$ cat src/rtl/hpdmc_ddr_pkg.sv
// Shared types and elaboration helpers for the HPDMC DDR write/read datapath.
// Latency: n/a (types and constant functions only).
// Backpressure: n/a.
package hpdmc_ddr_pkg;

  // Write-burst sequencer states.
  typedef enum logic [1:0] {
    WR_IDLE = 2'd0,
    WR_PRE  = 2'd1,
    WR_DATA = 2'd2,
    WR_POST = 2'd3
  } wr_state_t;

  // Only BL2/BL4/BL8 map onto whole DDR clock cycles.
  function automatic bit burst_len_ok(input int bl);
    return (bl == 2) || (bl == 4) || (bl == 8);
  endfunction

  // Byte lanes (DM/DQS pins) for a given DQ width.
  function automatic int strobe_width(input int dq_width);
    return dq_width / 8;
  endfunction

  // Width of a whole burst of DQ beats.
  function automatic int burst_data_width(input int dq_width, input int bl);
    return dq_width * bl;
  endfunction

  // Width of a whole burst of byte masks.
  function automatic int burst_mask_width(input int dq_width, input int bl);
    return (dq_width / 8) * bl;
  endfunction

  // Beat-pair counter width; at least one bit even for BL2.
  function automatic int beat_cnt_width(input int bl);
    return (bl / 2 > 1) ? $clog2(bl / 2) : 1;
  endfunction

endpackage

$ cat src/rtl/hpdmc_burst_fifo.sv
// Generic synchronous FIFO with occupancy count; read data is the head entry.
// Latency: a pushed entry is visible at the head one cycle after the push edge.
// Backpressure: push ignored while full, pop ignored while empty; caller uses full/empty.
//
// Ports: clk/rst_n (async active-low), push/push_dat, pop/pop_dat (head, combinational
// from storage), full, empty, level (0..DEPTH).
module hpdmc_burst_fifo #(
  parameter int WIDTH = 8,
  parameter int DEPTH = 4
) (
  input  logic                     clk,
  input  logic                     rst_n,
  input  logic                     push,
  input  logic [WIDTH-1:0]         push_dat,
  input  logic                     pop,
  output logic [WIDTH-1:0]         pop_dat,
  output logic                     full,
  output logic                     empty,
  output logic [$clog2(DEPTH):0]   level
);

  localparam int PTR_W = $clog2(DEPTH);
  localparam int LVL_W = PTR_W + 1;

  logic [WIDTH-1:0] mem [DEPTH];
  logic [PTR_W-1:0] wr_ptr;
  logic [PTR_W-1:0] rd_ptr;
  logic             do_push;
  logic             do_pop;

  assign full    = (level == LVL_W'(DEPTH));
  assign empty   = (level == '0);
  assign do_push = push && !full;
  assign do_pop  = pop && !empty;
  assign pop_dat = mem[rd_ptr];

  always_ff @(posedge clk or negedge rst_n) begin
    if (!rst_n) begin
      wr_ptr <= '0;
      rd_ptr <= '0;
      level  <= '0;
    end else begin
      if (do_push) wr_ptr <= wr_ptr + 1'b1;
      if (do_pop)  rd_ptr <= rd_ptr + 1'b1;
      if (do_push && !do_pop)      level <= level + 1'b1;
      else if (do_pop && !do_push) level <= level - 1'b1;
    end
  end

  // Storage needs no reset: stale entries are unreachable once pointers clear.
  always_ff @(posedge clk) begin
    if (do_push) mem[wr_ptr] <= push_dat;
  end

endmodule

$ cat src/rtl/hpdmc_wrburst_oddr.sv
// Write-burst serialiser: buffers whole bursts, plays them out as D0/D1 pairs for DQ/DM/DQS ODDR2s.
// Latency: wr_start at t -> preamble at t+1, data t+2..t+1+BL/2, postamble after; bursts chain gaplessly.
// Backpressure: in_ready = !full (from registered FIFO state); wr_start on empty/busy flags a sticky error.
//
// Ports: sys_clk, sys_rst_n (async active-low); in_valid/in_ready/in_data/in_mask burst push;
// wr_start scheduler strobe; err_clr; dq_d0/d1, dm_d0/d1, dqs_d0/d1 edge data; dq_oe, dqs_oe;
// busy; fifo_level; err_underrun, err_overlap.
module hpdmc_wrburst_oddr
  import hpdmc_ddr_pkg::*;
#(
  parameter int DQ_WIDTH   = 16,
  parameter int BURST_LEN  = 4,
  parameter int FIFO_DEPTH = 4
) (
  input  logic                              sys_clk,
  input  logic                              sys_rst_n,
  input  logic                              in_valid,
  output logic                              in_ready,
  input  logic [DQ_WIDTH*BURST_LEN-1:0]     in_data,
  input  logic [DQ_WIDTH/8*BURST_LEN-1:0]   in_mask,
  input  logic                              wr_start,
  input  logic                              err_clr,
  output logic [DQ_WIDTH-1:0]               dq_d0,
  output logic [DQ_WIDTH-1:0]               dq_d1,
  output logic [DQ_WIDTH/8-1:0]             dm_d0,
  output logic [DQ_WIDTH/8-1:0]             dm_d1,
  output logic [DQ_WIDTH/8-1:0]             dqs_d0,
  output logic [DQ_WIDTH/8-1:0]             dqs_d1,
  output logic                              dq_oe,
  output logic                              dqs_oe,
  output logic                              busy,
  output logic [$clog2(FIFO_DEPTH):0]       fifo_level,
  output logic                              err_underrun,
  output logic                              err_overlap
);

  localparam int DQS_W  = strobe_width(DQ_WIDTH);
  localparam int DATA_W = burst_data_width(DQ_WIDTH, BURST_LEN);
  localparam int MASK_W = burst_mask_width(DQ_WIDTH, BURST_LEN);
  localparam int FIFO_W = DATA_W + MASK_W;
  localparam int CYCLES = BURST_LEN / 2;
  localparam int CNT_W  = beat_cnt_width(BURST_LEN);

  if (!burst_len_ok(BURST_LEN)) begin : g_bad_burst_len
    $error("hpdmc_wrburst_oddr: BURST_LEN must be 2, 4 or 8");
  end
  if ((DQ_WIDTH % 8) != 0 || DQ_WIDTH < 8) begin : g_bad_dq_width
    $error("hpdmc_wrburst_oddr: DQ_WIDTH must be a non-zero multiple of 8");
  end
  if (FIFO_DEPTH < 2 || (FIFO_DEPTH & (FIFO_DEPTH - 1)) != 0) begin : g_bad_depth
    $error("hpdmc_wrburst_oddr: FIFO_DEPTH must be a power of two >= 2");
  end

  wr_state_t         state_q, state_d;
  logic [CNT_W-1:0]  cnt_q, cnt_d;
  logic              last_beat;
  logic              pop_vld;
  logic              chain;
  logic              set_underrun;
  logic              set_overlap;
  logic              fifo_full;
  logic              fifo_empty;
  logic [FIFO_W-1:0] fifo_rd_dat;
  logic [DATA_W-1:0] head_dat, shreg_dat, src_dat;
  logic [MASK_W-1:0] head_msk, shreg_msk, src_msk;

  assign in_ready  = !fifo_full;
  assign head_dat  = fifo_rd_dat[DATA_W-1:0];
  assign head_msk  = fifo_rd_dat[FIFO_W-1:DATA_W];
  assign last_beat = (cnt_q == CNT_W'(CYCLES - 1));
  // The DDR strobe falls on every C1 edge, so the falling-edge pattern is constant.
  assign dqs_d1    = '0;

  hpdmc_burst_fifo #(
    .WIDTH (FIFO_W),
    .DEPTH (FIFO_DEPTH)
  ) u_fifo (
    .clk      (sys_clk),
    .rst_n    (sys_rst_n),
    .push     (in_valid && in_ready),
    .push_dat ({in_mask, in_data}),
    .pop      (pop_vld),
    .pop_dat  (fifo_rd_dat),
    .full     (fifo_full),
    .empty    (fifo_empty),
    .level    (fifo_level)
  );

  always_comb begin
    state_d      = state_q;
    cnt_d        = '0;
    pop_vld      = 1'b0;
    chain        = 1'b0;
    set_underrun = 1'b0;
    set_overlap  = 1'b0;
    case (state_q)
      WR_IDLE: begin
        if (wr_start) begin
          if (!fifo_empty) begin
            pop_vld = 1'b1;
            state_d = WR_PRE;
          end else begin
            set_underrun = 1'b1;
          end
        end
      end
      WR_PRE: begin
        state_d     = WR_DATA;
        set_overlap = wr_start;
      end
      WR_DATA: begin
        if (!last_beat) begin
          cnt_d       = cnt_q + 1'b1;
          set_overlap = wr_start;
        end else if (wr_start && !fifo_empty) begin
          // Gapless chain: stay in DATA, restart at beat pair 0 from the new head.
          pop_vld = 1'b1;
          chain   = 1'b1;
        end else begin
          state_d      = WR_POST;
          set_underrun = wr_start;
        end
      end
      WR_POST: begin
        state_d     = WR_IDLE;
        set_overlap = wr_start;
      end
      default: state_d = WR_IDLE;
    endcase
    // On a chained burst the first pair comes straight from the FIFO head,
    // since the shift register still holds the tail of the previous burst.
    src_dat = chain ? head_dat : shreg_dat;
    src_msk = chain ? head_msk : shreg_msk;
  end

  // Outputs are registered from the next state so each reflects the state it is shown in.
  always_ff @(posedge sys_clk or negedge sys_rst_n) begin
    if (!sys_rst_n) begin
      state_q      <= WR_IDLE;
      cnt_q        <= '0;
      shreg_dat    <= '0;
      shreg_msk    <= '0;
      dq_d0        <= '0;
      dq_d1        <= '0;
      dm_d0        <= '0;
      dm_d1        <= '0;
      dqs_d0       <= '0;
      dq_oe        <= 1'b0;
      dqs_oe       <= 1'b0;
      busy         <= 1'b0;
      err_underrun <= 1'b0;
      err_overlap  <= 1'b0;
    end else begin
      state_q <= state_d;
      cnt_q   <= cnt_d;

      if (pop_vld && !chain) begin
        shreg_dat <= head_dat;
        shreg_msk <= head_msk;
      end else if (state_d == WR_DATA) begin
        shreg_dat <= src_dat >> (2 * DQ_WIDTH);
        shreg_msk <= src_msk >> (2 * DQS_W);
      end

      if (state_d == WR_DATA) begin
        dq_d0 <= src_dat[0 +: DQ_WIDTH];
        dq_d1 <= src_dat[DQ_WIDTH +: DQ_WIDTH];
        dm_d0 <= src_msk[0 +: DQS_W];
        dm_d1 <= src_msk[DQS_W +: DQS_W];
      end else begin
        dq_d0 <= '0;
        dq_d1 <= '0;
        dm_d0 <= '0;
        dm_d1 <= '0;
      end

      dqs_d0 <= {DQS_W{state_d == WR_DATA}};
      dq_oe  <= (state_d == WR_DATA);
      dqs_oe <= (state_d != WR_IDLE);
      busy   <= (state_d != WR_IDLE);

      // A new error in the same cycle as a clear wins.
      err_underrun <= set_underrun | (err_underrun & ~err_clr);
      err_overlap  <= set_overlap  | (err_overlap  & ~err_clr);
    end
  end

endmodule

$ cat config.mk
export PLATFORM = sky130hd
export DESIGN_NAME = hpdmc_wrburst_oddr
export DESIGN_NICKNAME = d
export VERILOG_FILES = /design/src/rtl/hpdmc_ddr_pkg.sv /design/src/rtl/hpdmc_burst_fifo.sv /design/src/rtl/hpdmc_wrburst_oddr.sv
export SDC_FILE = /design/constraint.sdc
export NUM_CORES = 1
export LEC_CHECK = 0
export CORE_MARGIN = 4
export CORE_UTILIZATION = 47
export CTS_CLUSTER_DIAMETER = 50
export DETAILED_ROUTE_END_ITERATION = 6
export PLACE_DENSITY = 0.65
export SKIP_CTS_REPAIR_TIMING = 1
export SLEW_MARGIN = 30
export SYNTH_ARGS = -nofsm -noshare
export SYNTH_HDL_FRONTEND = slang
export SYNTH_SLANG_ARGS = --single-unit
export TNS_END_PERCENT = 20
$ cat constraint.sdc
create_clock -name sys_clk -period 3.8 [get_ports sys_clk]
set_input_delay 0.76 -clock sys_clk [delete_from_list [all_inputs] [get_ports sys_clk]]
set_output_delay 0.76 -clock sys_clk [all_outputs]
set_load 0.05 [all_outputs]
==> results of run 1 <==
## registers in the layout, summed over array words and instances (netlist names), 3 cells and up
register,cells
u_fifo.mem,288
dq_d0,16
shreg_msk,8
shreg_dat,64
u_fifo.level,3
dq_d1,16
## power groups by stage
stage	Combinational (mW)	Sequential [mW]	Clock, mW
floorplan	3.67	7.04	0
global placement	5.66	6.75	0
detailed placement	5.76	6.77	0
CTS	5.77	6.69	4.24
global route	6.13	6.82	4.45
finish	5.70	6.68	4.16
## per-stage QoR
stage / hold slack [ns] / utilization (%) / std cells / setup WS (ns) / power [mW]
global route: 0.358 / 57.9 / 1481 / 0.703 / 17.4
global placement: 0.481 / 53.6 / 1401 / 0.614 / 12.4
CTS: 0.334 / 57.9 / 1481 / 0.768 / 16.7
floorplan: 0.448 / - / 872 / 0.213 / 10.7
detailed placement: 0.479 / 53.6 / 1401 / 0.572 / 12.5
finish: 0.310 / 57.9 / 1481 / 0.834 / 16.5
## final timing paths
kind	from	to	slack, ns	cells after the start
setup / recovery	u_fifo.level[0]	in_ready	0.83	3
hold / removal	sys_rst_n	dq_d0[8]	0.31	1
setup reg to reg	state_q[0]	shreg_dat[55]	0.99	6
hold reg to reg	shreg_dat[40]	shreg_dat[40]	0.51	1
max in group asynchronous	sys_rst_n	shreg_dat[55]	2.75	2
min in group sys_clk	shreg_dat[40]	shreg_dat[40]	0.51	1
## worst reg2reg max path: cells and delay by family, from the launching register on
kind	cells	cell delay, ns
AO/OA/AOI/OAI	4	1.65
adder cells (fa/ha/maj)	1	0.59
buffers and inverters	1	0.09
flip-flops	1	0.41
## final cells by class
class | instances | area [µm²] | area share [%]
multi-input cells | 367 | 3710 | 19.5
flip-flops and latches | 410 | 11700 | 61.5
well taps | 442 | 553 | 2.90
repair buffers | 145 | 1510 | 7.93
clock inverters | 16 | 173 | 0.907
inverters | 37 | 139 | 0.729
clock buffers | 64 | 1250 | 6.56
## placed cells by master (no fill, tap or decap), types with 5 or more instances in the layout
cell               n
a22o_1            36
a222oi_1          28
clkinv_2           5
clkbuf_16         46
nor3_1             6
inv_1             37
ha_1               9
nand2_1           76
buf_12             9
buf_4             13
o211ai_1           6
clkbuf_1          15
a21oi_1           41
o21ai_0           14
mux2i_1           28
edfxtp_1         288
clkdlybuf4s50_1  122
mux4_2            72
dfrtp_1          120
## cells by family after synthesis
group | share of synthesized area (%)
DFF | 74.1
xor gates and xnor gates | 0.333
and+or+nand+nor | 2.77
AOI/OAI and AO/OA | 7.06
other | 0.0237
muxes | 12.2
adders and majority gates | 0.840
buffers and inverters | 2.72
## metal layers
metal	track usage, %	up-vias	share of wire, %	wire length, µm
li1	-	3695	-	-
met1	26.6	4398	44	14700
met2	30.0	266	48	16100
met3	3.16	51	5.4	1810
met4	5.17	2	2.1	711
met5	0	-	0.033	11
==> flow_metrics.tcl, run 1 <==
set metrics [dict create \
    drt-vias-per-instance 5.68 \
    io_pins 126 \
    cts_made_buffers 44 \
    seq_power_share_pct 40.4 \
    grt_use_total_pct 18.6 \
    synth-seq-area-share_pct 74.1 \
    ant_nets 0 \
    placed_cell_area_um2 17600 \
    cpMaxStageDelayCell "clkdlybuf4s50_1" \
    grt_max_degree 84 \
    post-route-min-period_ns 2.97 \
    antenna_found_initial 1 \
    fin_crit_sh_pct 78.0 \
    dp_hpwl_um 19900 \
    finalWirelength_um 33400 \
    core-area_um2 32900 \
    cts_buffer_depth 3 \
    drc 0 \
    p_leak_nw 6.83 \
    comb_power_share_pct 34.4 \
    fin_area_um2 19000 \
    clkPwrFrac_pct 25.2 \
    cpPeakStageDelay_ns 0.86 \
    synthCells 871 \
    path_class "reg2out" \
    clock_sinks 410 \
    synth_area_leaders "edfxtp_1 55%, dfrtp_1 19%, mux4_2 10%" \
    swShare_pct 34.0 \
    die-area_um2 36600 \
    synth_top_area_share_pct 54.7 \
    crit_fanout 6 \
    gp_congestion 0.750 \
    clock.fmax_ghz 0.337 \
    drive_above_1_share_pct 17.2 \
    synth_common_cells "288 x edfxtp_1, 122 x dfrtp_1, 78 x nand2_1" \
    yosys.area.top_type "edfxtp_1" \
    start_kind "register" \
    die_y_um 191 \
    area_growth_syn_to_layout_pct 20.5 \
    cts_root_buffer "clkbuf_16" \
    skew_ns 0.00984 \
    diodes 0 \
    critPathRequiredTime_ns 3.04 \
    critPathTopFamily "buffers and inverters" \
    port_buffers 123 \
    critical_path.cell_chain "nor2_1 -> nand2_1 -> clkdlybuf4s50_1" \
    fillerInstances 2516 \
    syn_area_per_cell_um2 18.1 \
    setup_violations 0 \
    synth_edf_count 288 \
    htree_levels 2 \
    syn_area_um2 15800 \
    yosysMostFrequentCell "edfxtp_1" \
    crit_arrival_ns 2.21 \
    rsz0062_at_grt "no" \
    rows 66 \
    hold_path_class "in2async" \
    grt_pass1_wl_um 51800 \
    ys_ff_latch 410 \
    synth.distinct_cells 45 \
    worst_pin_slew_ns 0.869 \
    grt_pass1_vias 8735 \
    cts.clk_slew.worst_paths_ns 0.06 \
    clk_latency_ns 0.53 \
    synth_ff_type "edfxtp_1" \
    final_nets 1092 \
    start_util_pct 48.1 \
    wl_per_cell_um 22.5 \
    path_buf_inv 1 \
    cts_tree "yes" \
    drtPass1Iterations 6 \
    max-slew-margin-rel_pct 41.9 \
    outcome "finished, final reports clean" \
    die_w_um 191 \
    vias 8412 \
    yosysWarningCount 0 \
    cap_viol_max_count 0 \
    p_int_mw 10.9 \
    ys_async_sr_fraction_pct 29.8 \
    grt-ovfl-total 0 \
    finalHoldViolCount 0 \
    final.setup.tns_ns 0 \
    powerDensity_nw_per_um2 869 \
    cp-end-kind "output pin" \
    drt_iter0_drc 625 \
    ir_drop_uv 465 \
    p_sw_mw 5.62 \
    drv_slew 0 \
]
Note: power is estimated with default switching activity, not from simulation.
==> run 2, diff against run 1 <==
--- a/config.mk
+++ b/config.mk
@@ -9,7 +9,7 @@
 export CORE_UTILIZATION = 47
 export CTS_CLUSTER_DIAMETER = 50
 export DETAILED_ROUTE_END_ITERATION = 6
-export PLACE_DENSITY = 0.65
+export PLACE_DENSITY = 0.67
 export SKIP_CTS_REPAIR_TIMING = 1
 export SLEW_MARGIN = 30
 export SYNTH_ARGS = -nofsm -noshare
==> constraint.sdc (replaced) <==
create_clock -name sys_clk -period 2.64 [get_ports sys_clk]
set_input_delay 0.528 -clock sys_clk [delete_from_list [all_inputs] [get_ports sys_clk]]
set_output_delay 0.528 -clock sys_clk [all_outputs]
set_load 0.05 [all_outputs]
==> flow_metrics.tcl, run 2 (synthesis results as in run 1) <==
set metrics [dict create \
    dp.cells 1421 \
    drtPass1Iterations 7 \
    skew_ns 0.0184 \
    min_to "shreg_dat[47]" \
    clk_latency_ns 0.54 \
    max-slew-margin-rel_pct 64.6 \
    grt-ovfl-total 0 \
    dpl_worst_slack_ns 0.124 \
    powerDensity_nw_per_um2 1270 \
    setup_violations 0 \
    cts_root_buffer "clkbuf_16" \
    outcome "complete, but fails checks" \
    drive_above_1_share_pct 19.7 \
    vias 8395 \
    fin_area_um2 19500 \
    grt_pass1_vias 8773 \
    ff_latch_area_um2 11700 \
    cpPeakStageDelay_ns 0.87 \
    clock.fmax_ghz 0.410 \
    port_buffers 123 \
    path_buf_inv 1 \
    power_mw 24.7 \
    drv_slew 0 \
    drc 5 \
    most-common-layout-cells "288 x edfxtp_1, 121 x clkdlybuf4s50_1, 120 x dfrtp_1, 76 x nand2_1, 72 x mux4_2" \
    crit_fanout 6 \
    cts.clk_slew.worst_paths_ns 0.06 \
    cap_viol_max_count 0 \
    htree_levels 2 \
    grt_use_total_pct 18.6 \
    grt_max_degree 57 \
    gp_congestion 0.770 \
    fin_crit_sh_pct 92.4 \
    diodes 0 \
    top_register "u_fifo.mem" \
    io_pins 126 \
    antenna_found_initial 0 \
    drt_iter0_drc 812 \
    setup.worst_path.start "u_fifo.level[0]" \
    post-route-min-period_ns 2.44 \
    min_path_cells 1 \
    ant_nets 0 \
    largest_reg_flops 288 \
    die-area_um2 36600 \
    final_nets 1114 \
    rsz0062_at_grt "no" \
    wl_per_cell_um 22.3 \
    finalWirelength_um 33600 \
    area_growth_syn_to_layout_pct 23.2 \
    crit_arrival_ns 1.91 \
    ff2ff_setup_slack_ns 0.34 \
    cts_buffer_depth 3 \
    final_common_cell "edfxtp_1" \
    fin_util_pct 59.2 \
    clock_sinks 410 \
    p_leak_nw 7.04 \
    rr_startpoint "state_q[0]" \
    critPathTopFamily "buffers and inverters" \
    hold_path_class "reg2reg" \
    critPathRequiredTime_ns 2.11 \
    die_w_um 191 \
    grt_pass1_wl_um 52100 \
    path_class "reg2out" \
    reg2reg_depth 7 \
    cpMaxStageDelayCell "clkdlybuf4s50_1" \
    start_util_pct 48.1 \
    violations "DRC" \
    dp_hpwl_um 20900 \
    start_kind "register" \
    cts_made_buffers 45 \
    fin_cells 1506 \
    critical_path.cell_chain "clkdlybuf4s50_1" \
    cp-end-kind "output pin" \
    reg2reg_to "shreg_dat[33]" \
    min-delay-start "shreg_dat[47]" \
    cts_tree "yes" \
    fillerInstances 2481 \
    core-area_um2 32900 \
    die_y_um 191 \
    worst_pin_slew_ns 0.531 \
    multi_input_area_um2 3710 \
    largest_registers "u_fifo.mem (288), shreg_dat (64)" \
    drt-vias-per-instance 5.57 \
    finalHoldViolCount 0 \
    worst_slack_ns 0.200 \
    rows 66 \
    placed_cell_area_um2 17900 \
    ir_drop_uv 762 \
]
run 2: layout make-up:
cell class,count,share of cell area (%)
inverter,37,0.713
sequential,410,60.1
tap,442,2.84
timing repair buffer,166,9.23
clock inverter,21,1.21
clock buffer,63,6.82
multi-input combinational,367,19.0
run 2: report_power, final:
group	switching (mW)	total (mW)	leakage (nW)	internal, mW
registers	0.760	9.47	4.24	8.71
clock network	2.49	6.42	0.762	3.93
logic	5.01	8.77	2.04	3.76
run 2: routing by layer:
layer	global-route usage (%)	vias to the layer above	wire length, µm
met1	26.2	4339	14500
met4	4.72	0	640
li1	-	3747	-
met5	0	-	0
met2	30.7	264	16600
met3	2.99	45	1850
run 2: how the worst max path moves through the flow:
| stage | end | slack [ns] | cells past startpoint |
|---|---|---|---|
| 2_1_floorplan | u_fifo.mem[0][0] | -0.15 | 3 |
| 3_3_place_gp | shreg_dat[57] | 0.19 | 6 |
| 3_5_place_dp | shreg_dat[60] | 0.12 | 6 |
| 4_1_cts | in_ready | -0.11 | 3 |
| 5_1_grt | fifo_level[0] | 0.12 | 1 |
| 6_report | fifo_level[0] | 0.20 | 1 |
run 2: per-stage QoR:
stage	TNS [ns]	hold slack, ns
after CTS	-0.109	-0.0425
after floorplan	-43.88	0.232
final	0	0.508
after detailed placement	0	0.487
after global routing	0	0.517
after global placement	0	0.483
==> run 3, diff against run 2 <==
--- a/config.mk
+++ b/config.mk
@@ -7,7 +7,6 @@
 export LEC_CHECK = 0
 export CORE_MARGIN = 4
 export CORE_UTILIZATION = 47
-export CTS_CLUSTER_DIAMETER = 50
 export DETAILED_ROUTE_END_ITERATION = 6
 export PLACE_DENSITY = 0.67
 export SKIP_CTS_REPAIR_TIMING = 1
==> flow_metrics.tcl, run 3 (synthesis results as in run 1) <==
set metrics [dict create \
    outcome "complete, but fails checks" \
    violations "DRC" \
    min_path_cells 1 \
    path_buf_inv 1 \
    cts.clk_slew.worst_paths_ns 0.06 \
    rows 66 \
    port_buffers 123 \
    clk_latency_ns 0.52 \
    post-route-min-period_ns 2.43 \
    start_util_pct 48.1 \
    htree_levels 2 \
    finalHoldViolCount 0 \
    setup_violations 0 \
    largest_reg_flops 288 \
    critPathTopFamily "buffers and inverters" \
    grt_max_degree 57 \
    max-slew-margin-rel_pct 64.5 \
    ant_nets 0 \
    die_y_um 191 \
    io_pins 126 \
    critical_path.cell_chain "clkdlybuf4s50_1" \
    gp_congestion 0.770 \
    cts_made_buffers 43 \
    drt-vias-per-instance 5.65 \
    crit_arrival_ns 1.91 \
    rsz0062_at_grt "no" \
    grt-ovfl-total 0 \
    cap_viol_max_count 0 \
    final_common_cell "edfxtp_1" \
    die_w_um 191 \
    area_growth_syn_to_layout_pct 22.8 \
    hold_slack_ns 0.502 \
    final_nets 1112 \
    antenna_found_initial 0 \
    cts_root_buffer "clkbuf_16" \
    cts_tree "yes" \
    drv_slew 0 \
    largest_registers "u_fifo.mem (288), shreg_dat (64)" \
    drc 2 \
    ff_latch_area_um2 11700 \
    dpl_worst_slack_ns 0.124 \
    power_mw 24.5 \
    critPathRequiredTime_ns 2.11 \
    multi_input_area_um2 3710 \
    most-common-layout-cells "288 x edfxtp_1, 121 x clkdlybuf4s50_1, 120 x dfrtp_1, 76 x nand2_1, 72 x mux4_2" \
    grt_use_total_pct 18.6 \
    path_class "reg2out" \
    finalWirelength_um 33700 \
    core-area_um2 32900 \
    wl_per_cell_um 22.5 \
    skew_ns 0.0117 \
    powerDensity_nw_per_um2 1260 \
    fillerInstances 2505 \
    cts_buffer_depth 3 \
    top_register "u_fifo.mem" \
    cpMaxStageDelayCell "clkdlybuf4s50_1" \
    cp-end-kind "output pin" \
    diodes 0 \
    clock.fmax_ghz 0.411 \
    cp_num_cells 1 \
    die-area_um2 36600 \
    vias 8482 \
    clock_sinks 410 \
    fin_crit_sh_pct 92.2 \
    crit_fanout 6 \
    reg2reg_depth 7 \
    fin_util_pct 59.0 \
    start_kind "register" \
    grt_pass1_wl_um 52300 \
    worst_pin_slew_ns 0.532 \
    drt_iter0_drc 772 \
    worst_slack_ns 0.205 \
    ir_drop_uv 813 \
    p_leak_nw 7.01 \
    drtPass1Iterations 7 \
    cpPeakStageDelay_ns 0.86 \
    dp_hpwl_um 20900 \
    final.setup.tns_ns 0 \
    drive_above_1_share_pct 19.4 \
    grt_pass1_vias 8730 \
    hold_path_class "reg2reg" \
]
==> run 3: cell types whose count changed in the layout (fill, tap and decap cells not counted), sizes merged <==
cell | before | now
clkbuf | 63 | 56
inv | 42 | 37
bufinv | 4 | 7
clkinv | 9 | 11
clkinvlp | 3 | 4
==> run 3: worst paths after layout <==
| path | start | slack [ns] | to |
|---|---|---|---|
| max | u_fifo.level[0] | 0.21 | fifo_level[0] |
| min in group asynchronous | sys_rst_n | 0.51 | dq_d0[9] |
| max in group asynchronous | sys_rst_n | 1.42 | shreg_dat[33] |
| min | shreg_msk[6] | 0.50 | shreg_msk[6] |
| min reg2reg | shreg_msk[6] | 0.50 | shreg_msk[6] |
| max reg2reg | state_q[0] | 0.34 | shreg_dat[33] |
==> run 3: cell type report <==
class,instances,share of cell area (%)
sequential,410,60.3
multi-input combinational,367,19.1
timing repair buffer,166,9.26
clock buffer,56,6.22
tap,442,2.85
clock inverter,22,1.51
inverter,37,0.716
==> run 3: report_power, final <==
part	internal, mW	switching, mW
Clock	3.91	2.38
Sequential	8.71	0.765
Combinational	3.76	5.01
==> run 3: metrics by stage <==
step,instances,area [µm²]
3_3_place_gp,1421,17900
3_5_place_dp,1421,17900
6_report,1500,19400
5_1_grt,1500,19400
4_1_cts,1499,19400
2_1_floorplan,872,15800
==> run 3: layer usage <==
| metal | routed length [µm] | vias up | GRT usage (%) | share of wire [%] |
|---|---|---|---|---|
| met4 | 553 | 0 | 4.20 | 1.6 |
| met3 | 1690 | 45 | 2.96 | 5.0 |
| met2 | 16800 | 271 | 30.9 | 50 |
| li1 | - | 3741 | - | - |
| met5 | 0 | - | 0 | 0 |
| met1 | 14700 | 4425 | 26.4 | 44 |
